===== config.mk =====
export PLATFORM = sky130hd
export DESIGN_NAME = seg7_scan
export DESIGN_NICKNAME = d
export VERILOG_FILES = /design/src/rtl/seg7_pkg.sv /design/src/rtl/seg7_prescale.sv /design/src/rtl/seg7_scan.sv
export SDC_FILE = /design/constraint.sdc
export NUM_CORES = 1
export LEC_CHECK = 0
export BUFFER_PORTS_ARGS = -buffer_cell sky130_fd_sc_hd__buf_2
export CORE_MARGIN = 2
export CORE_UTILIZATION = 63
export CTS_CLUSTER_DIAMETER = 60
export DETAILED_ROUTE_END_ITERATION = 10
export GPL_TIMING_DRIVEN = 0
export PLACE_DENSITY = 0.84
export SETUP_SLACK_MARGIN = 0.2
export SLEW_MARGIN = 10
export SYNTH_ARGS = -nofsm -noshare
export SYNTH_HDL_FRONTEND = slang
export SYNTH_HIERARCHICAL = 1
export SYNTH_SLANG_ARGS = --single-unit
export TNS_END_PERCENT = 1

===== constraint.sdc =====
create_clock -name clk -period 4.6 [get_ports clk]
set_clock_uncertainty 0.15 [all_clocks]
set_input_delay 0.46 -clock clk [delete_from_list [all_inputs] [get_ports clk]]
set_output_delay 0.46 -clock clk [all_outputs]
set_load 0.005 [all_outputs]

===== src/rtl/seg7_pkg.sv =====
// Shared constants and helpers for the 4-digit multiplexed 7-segment scanner.
// Anode selects are active-low: a 0 bit lights that digit.
package seg7_pkg;

    localparam int         NDIG   = 4;
    localparam logic [3:0] AN_OFF = 4'b1111;

    typedef logic [1:0] dig_idx_t;

    function automatic logic [3:0] onehot_an(input dig_idx_t idx);
        return ~(4'b0001 << idx);
    endfunction

endpackage


===== src/rtl/seg7_prescale.sv =====
// Slot timer for the digit scanner: counts PRESCALE cycles per slot and steps idx 0..3.
// slot_end marks the last cycle of a slot; in_blank is high while the counter is below BLANK_CYC.
module seg7_prescale
    import seg7_pkg::*;
#(
    parameter int PRESCALE  = 50000,
    parameter int BLANK_CYC = 16
) (
    input  logic       clk,
    input  logic       clr,
    output logic [1:0] idx,
    output logic       slot_end,
    output logic       in_blank
);

    localparam int CNT_W = $clog2(PRESCALE);

    logic [CNT_W-1:0] cnt_q, cnt_d;
    dig_idx_t         idx_q, idx_d;

    always_comb begin
        slot_end = (cnt_q == CNT_W'(PRESCALE - 1));
        cnt_d    = slot_end ? '0 : cnt_q + CNT_W'(1);
        idx_d    = slot_end ? idx_q + 2'd1 : idx_q;
    end

    always_ff @(posedge clk) begin
        if (clr) begin
            cnt_q <= '0;
            idx_q <= '0;
        end else begin
            cnt_q <= cnt_d;
            idx_q <= idx_d;
        end
    end

    // A zero-length blank window would compare an unsigned count against 0.
    generate
        if (BLANK_CYC == 0) begin : g_no_blank
            assign in_blank = 1'b0;
        end else begin : g_blank
            assign in_blank = (cnt_q < CNT_W'(BLANK_CYC));
        end
    endgenerate

    assign idx = idx_q;

endmodule


===== src/rtl/seg7_scan.sv =====
// 4-digit multiplexed 7-segment scanner with tear-free frame-boundary updates and per-slot blanking.
// Optional leading-zero blanking when SEG7_LZB_EN is defined; ports are identical either way.
module seg7_scan
    import seg7_pkg::*;
#(
    parameter int PRESCALE  = 50000,
    parameter int BLANK_CYC = 16
) (
    input  logic        clk,
    input  logic        clr,
    input  logic [15:0] din,
    input  logic        load,
    output logic [3:0]  x,
    output logic [3:0]  an,
    output logic        frame_tick
);

    logic     [1:0] idx;
    logic           slot_end;
    logic           in_blank;
    logic           frame_bnd;
    logic           lead_zero;

    logic [15:0] display_q, display_d;
    logic [15:0] pending_q, pending_d;
    logic        pend_vld_q, pend_vld_d;
    logic [3:0]  x_q, x_d;
    logic [3:0]  an_q, an_d;
    logic        tick_q, tick_d;

    seg7_prescale #(
        .PRESCALE  (PRESCALE),
        .BLANK_CYC (BLANK_CYC)
    ) u_prescale (
        .clk      (clk),
        .clr      (clr),
        .idx      (idx),
        .slot_end (slot_end),
        .in_blank (in_blank)
    );

    assign frame_bnd = slot_end && (idx == 2'd3);

`ifdef SEG7_LZB_EN
    // Digit k is dark when it and every more-significant nibble are zero.
    always_comb begin
        lead_zero = 1'b0;
        case (idx)
            2'd1:    lead_zero = (display_q[15:4]  == 12'h000);
            2'd2:    lead_zero = (display_q[15:8]  == 8'h00);
            2'd3:    lead_zero = (display_q[15:12] == 4'h0);
            default: lead_zero = 1'b0;
        endcase
    end
`else
    assign lead_zero = 1'b0;
`endif

    always_comb begin
        display_d  = display_q;
        pending_d  = pending_q;
        pend_vld_d = pend_vld_q;
        tick_d     = 1'b0;

        // A load landing on the boundary itself is newer than anything pending.
        if (frame_bnd) begin
            if (load) begin
                display_d  = din;
                pend_vld_d = 1'b0;
                tick_d     = 1'b1;
            end else if (pend_vld_q) begin
                display_d  = pending_q;
                pend_vld_d = 1'b0;
                tick_d     = 1'b1;
            end
        end else if (load) begin
            pending_d  = din;
            pend_vld_d = 1'b1;
        end

        x_d  = display_q[{idx, 2'b00} +: 4];
        an_d = (in_blank || lead_zero) ? AN_OFF : onehot_an(idx);
    end

    always_ff @(posedge clk) begin
        if (clr) begin
            display_q  <= '0;
            pending_q  <= '0;
            pend_vld_q <= 1'b0;
            x_q        <= 4'h0;
            an_q       <= AN_OFF;
            tick_q     <= 1'b0;
        end else begin
            display_q  <= display_d;
            pending_q  <= pending_d;
            pend_vld_q <= pend_vld_d;
            x_q        <= x_d;
            an_q       <= an_d;
            tick_q     <= tick_d;
        end
    end

    assign x          = x_q;
    assign an         = an_q;
    assign frame_tick = tick_q;

endmodule


==> results.md, run 1 <==
* Outcome: complete, no violations
* DR pass1 iterations at 4
* CP Max Fanout at 10
* Gr usage total at 24.3%
* Seq/Total Area, Yosys at 42.8%
* Clock power share at between 40% and 50%
* Fill cells at 322
* Port buffer count at 26
* DR iter-0 viols at approximately 140
* Hold path startpoint: clr
* DRC at 0
* Post-synthesis async set-or-reset flop share at 0%
* Gr ovfl total at 0
* Starting density of the core at about two thirds
* Main combinational cell family by area after synthesis: simple AND/OR/NAND/NOR gates
* Ys Warns at 6
* Least-Margin Pin Slew at 0.513 ns
* Multi-input logic area at 0.00143 sq mm
* Via density at 5.77
* Sw Pwr at 0.238 mW
* Pleak at 1.18 nW
* Fin crit period at 2.49 ns
* Post-CTS setup buffers at 0
* Mapped Cells at 266
* Pin count of the biggest net entering global routing at 11
* Die ar. at 0.00500 sq mm
* Ranking of synthesized cells by area: dfxtp_1, a211oi_2, mux2i_1, nand4b_1, nand2b_1
* Adder-Cell Fraction of Synth Area at 0.446%
* CP Launch Type: flip-flop
* Clock Latency Late Sink at between 0.3 and 0.4 ns
* Setup crit end kind: flip-flop
* Slew Viols, Final at 0
* Core ar. at 0.00432 sq mm
* Post-Syn Nets at between 200 and 300
* Sw Share at between 20% and 30%
* Row cnt at 24
* Post-synth top flop: dfxtp_1
* Synth Cell Area at 0.00281 sq mm
* Post-Synth XOR/XNOR Area at 4.68%
* IO Pins at 28
* Final hold vios at 0
* Register area at 0.00120 sq mm
* Sink Count at 60
* Hold_buf cts at 0
* Final instance area at 0.00319 sq mm
* CTS tree: yes
* Number of synthesized flops with an enable pin at 0
* Vias in the first global route at 1999
* Portion of total power attributed to sequential cells at 51.3%
* H-tree depth at 3
* Post-synthesis mux area share at around a tenth
* Crit path kind: reg -> reg
* RD Place Congestion at 0.870
* Yosys cell types at 40
* CP arrival at approximately 2.6 ns
* First-pass GRT wire length at 9450 um
* Post-DP Area at 0.00300 sq mm
* Gate power share at 6.5%
* TNS Setup at 0 ns
* Root Driver: clkbuf_8
* Complex-gate fraction of the synthesized area at 11.2%
* Int Pwr at 0.811 mW
* FF+latch count, synth at 60
* Synth-to-layout area growth at 13.6%
* Clock Path Buffers at 2
* Setup Viol. Count Final at 0
* Max_slew headroom at 65.6%
* Dominant cell by count in the synthesized netlist: dfxtp_1
* Average size of a mapped cell at 10.6 sq um
* Pwr/cell area at 329 mW/mm^2
* R2R Path Start: u_prescale/cnt_q[12]
* Area share of the largest cell type after synthesis at 42.8%
* Synth cell count leaders: dfxtp_1, nor2_1, nand2b_1
* Final net count at 323
* Worst IR Drop VDD at 0.239 mV
* Max Freq at 0.402 GHz
* Die H at 70.7 um
* Final wirelength at roughly 5600 um
* Die width at 70.7 um
* Detailed-route via count at slightly above 2000
* ANT cells at 0
* Simple-Gate Fraction of Synth Area at 25.3%
* Clock slew seen by the registers of the worst setup and hold paths at 0.06 ns
* Tot Pwr at roughly 1.0 mW
* RSZ-0062 raised after global routing: false
* Critical Path Start: u_prescale/cnt_q[12]
* Worst EP required at 4.67 ns
* Antenna viol nets, final at 0
* Initial antenna violation count at 0
* Final period util at between 50% and 60%
* # resized after CTS at 0
* Hold Crit Class: in -> reg
* Largest area contributor in the netlist: dfxtp_1
* Post-DP HPWL at 3780 um
* Maxcap violations at 0
* TritonCTS Buffers at 9
* Layout cells sized above 1 at 29.6%
* WL/cell at 15.5 um
cell usage in the layout, fill, tap and decap left out, types with 13 or more instances in the layout:
cell / count
a211oi_2: 16
buf_2: 30
clkbuf_8: 13
dfxtp_1: 60
mux2i_1: 16
nand2b_1: 18
nand4b_1: 16
nor2_1: 23
nor2_2: 14
o21ai_0: 16
routing by layer:
layer / track usage, % / vias up / share of wire [%]
met3: 6.55 / 10 / 5.5
li1: - / 1029 / -
met2: 36.4 / 58 / 46
met1: 33.6 / 973 / 47
met5: 0 / - / 0
met4: 9.43 / 0 / 1.4
path summary, 6_finish.rpt:
kind	cells after the start	end	slack [ns]
min	2	u_prescale/cnt_q[2]	0.20
min reg2reg	2	pending_q[0]	0.33
max	6	pending_q[12]	2.11
max reg2reg	6	pending_q[12]	2.11
power groups by stage:
stage / logic, mW / clock network (mW) / registers (mW)
finish: 0.0680 / 0.443 / 0.538
global route: 0.0752 / 0.472 / 0.539
CTS: 0.0682 / 0.452 / 0.538
detailed placement: 0.0671 / 0 / 0.549
global placement: 0.0671 / 0 / 0.549
floorplan: 0.0461 / 0 / 0.548
through the flow:
| stage | util, % | hold WS [ns] | worst slack (ns) | cells |
|---|---|---|---|---|
| after floorplan | - | 0.291 | 2.36 | 266 |
| after global placement | 69.4 | 0.308 | 2.19 | 344 |
| after detailed placement | 69.4 | 0.316 | 2.15 | 344 |
| after CTS | 73.8 | 0.192 | 2.11 | 359 |
| after global routing | 73.8 | 0.215 | 1.98 | 359 |
| final | 73.8 | 0.200 | 2.11 | 359 |
layout make-up:
cell class / count / share of cell area (%)
clock buffers: 14 / 5.73
clock inverters: 1 / 0.157
plain buffers: 19 / 5.30
repair buffers: 26 / 4.08
well taps: 52 / 2.04
flip-flops and latches: 60 / 37.7
multi-input cells: 185 / 44.8
inverters: 2 / 0.235
worst max-delay path, cell delays in order, from the launching register on:
cell      delay [ns]
dfxtp_1         0.35
or4_4           0.58
nor4_4          0.54
nand3_4         0.19
clkbuf_1        0.28
nand4b_1        0.16
o21ai_0         0.10
sequential cells by signal, indices dropped and copies added, names as in the netlist:
register	flops
u_prescale/idx	2
u_prescale/cnt_q	16
an	4
display_q	16
frame_tick	1
x	4
pend_vld_q	1
pending_q	16
cells by family (layout without fill, tap and decap cells):
| family | after synthesis | count (layout) |
|---|---|---|
| fa+ha+maj | 1 | 1 |
| mux | 20 | 20 |
| compound gates | 35 | 35 |
| buf+inv | 21 | 62 |
| flops | 60 | 60 |
| simple gates | 114 | 114 |
| xor+xnor | 15 | 15 |
Power figures use the tool's default switching activity.
==> run 2: changes to the inputs <==
- CORE_UTILIZATION: 63 -> 58
- PLACE_DENSITY: 0.84 -> 0.79
- clock period: 4.6 -> 2.4 ns (I/O delays scaled with it)
==> results.md, run 2 (synthesized netlist as in run 1, its figures left out) <==
* Hold path startpoint: din[11]
* CP Launch Type: flip-flop
* Least-Margin Pin Slew at 0.518 ns
* Setup slack, reg-to-reg at about 0.27 ns
* TritonCTS Buffers at 9
* Max Freq at between 0.4 and 0.5 GHz
* Crit path top cell by count: buf_4
* Tot Pwr at 2.00 mW
* Core Util, Final at 71.0%
* Port buffer count at 26
* R2R Path Start: u_prescale/cnt_q[7]
* Via density at 5.79
* Core ar. at roughly 0.0047 sq mm
* Final wirelength at 5940 um
* RSZ-0062 raised after global routing: false
* RD Place Congestion at approximately 0.81
* H-tree depth at 3
* CP Max Fanout at 6
* WL/cell at 16.0 um
* Critical Path Start: u_prescale/cnt_q[7]
* Crit path kind: reg -> reg
* Clock Latency Late Sink at 0.33 ns
* Leading cell type in the layout, fill and taps excluded: dfxtp_1
* Setup Viol. Count Final at 0
* Pleak at 1.24 nW
* Crit path max-delay family: simple AND/OR/NAND/NOR gates
* DR pass1 iterations at 4
* Pwr/cell area at 599 mW/mm^2
* Starting density of the core at 59.8%
* Initial antenna violation count at 0
* Fill cells at 349
* Worst IR Drop VDD at 0.373 mV
* Pre-CTS setup slack at -0.0933 ns
* Setup crit end kind: flip-flop
* Placed insts at 346
* First-pass GRT wire length at 10100 um
* Max_slew headroom at 65.5%
* Clock slew seen by the registers of the worst setup and hold paths at 0.06 ns
* Fin crit period at 2.13 ns
* IO Pins at 28
* Gr usage total at 24.9%
* Vias in the first global route at 2073
* Pin count of the biggest net entering global routing at 11
* Gr ovfl total at 0
* Clock Path Buffers at 2
* Final period util at about nine tenths
* Max incr delay on CP at 0.40 ns
* Worst EP required at 2.50 ns
* Maxcap violations at 0
* Non-filler cells, final at 371
* Detailed-route via count at approximately 2100
* Top Registers: display_q x16, pending_q x16, u_prescale/cnt_q x16
* Synth-to-layout area growth at 18.7%
* Die ar. at 0.00541 sq mm
* Die H at 73.6 um
* CP arrival at 2.24 ns
* Post-DP HPWL at 3880 um
* Outcome: complete, no violations
* CP max-delay cell: or3_4
* Row cnt at 25
* Antenna viol nets, final at 0
* Worst-path cell chain: or3_4 -> nor4_4 -> buf_4 -> o2111a_4 -> buf_12 -> buf_4 -> nor2_1 -> a211oi_2
* ANT cells at 0
* DR iter-0 viols at about 180
* Die width at 73.6 um
* Setup ws final at 0.265 ns
* DRC at 0
* Most frequent cells in the layout: dfxtp_1, buf_2, nor2_1
* Final hold vios at 0
* CP Buf/Inv Count at 3
* Final net count at 332
* Hold Crit Class: in -> reg
* CTS tree: yes
* Layout cells sized above 1 at 33.8%
* Slew Viols, Final at 0
* Root Driver: clkbuf_8
* Sink Count at 60
==> run 2: what timing repair did <==
action	CTS	global route
endpoints found under the hold margin	2	0
resized for setup	6	8
pin swaps	11	2
setup buffers	7	0
cloned	1	0
setup endpoints to repair	34	31
hold buffers	1	0
==> run 2: final cells by class <==
type	count	area, sq um	area share [%]
inverters	2	7.51	0.225
multi-input cells	185	1450	43.4
clock buffers	15	176	5.29
repair buffers	35	245	7.36
plain buffers	19	170	5.11
well taps	54	67.6	2.03
clock inverters	1	5.00	0.150
flip-flops and latches	60	1210	36.4
==> run 2: report_power, final <==
group	switching (mW)	internal (mW)	total, mW
Sequential	0.0161	1.02	1.03
Clock	0.371	0.460	0.831
Combinational	0.0734	0.0601	0.133
==> run 2: metrics by stage <==
step	instance area (sq um)	setup TNS, ns	hold WS (ns)
2_1_floorplan	2810	0	0.162
3_3_place_gp	3000	-0.121	0.308
3_5_place_dp	3000	-0.751	0.320
4_1_cts	3310	0	0.0234
5_1_grt	3330	0	0.0451
6_report	3330	0	0.0367
==> run 2: worst register-to-register path: cells and delay by family (launching register included) <==
kind | cells | cell delay, ns
buffers and inverters | 3 | 0.41
AOI/OAI and AO/OA | 2 | 0.43
and+or+nand+nor | 3 | 0.70
DFF | 1 | 0.37
==> run 2: worst paths after layout <==
kind | to | cells after the start
setup / recovery | display_q[1] | 8
hold / removal | pending_q[11] | 3
setup reg to reg | display_q[1] | 8
hold reg to reg | u_prescale/cnt_q[0] | 1
==> run 2: routing by layer <==
| layer | track usage, % | part of all wire [%] | routed length, um |
|---|---|---|---|
| met1 | 36.2 | 49 | 2920 |
| met2 | 36.2 | 46 | 2720 |
| met3 | 4.12 | 3.7 | 217 |
| met4 | 11.5 | 1.4 | 84 |
| met5 | 0 | 0 | 0 |
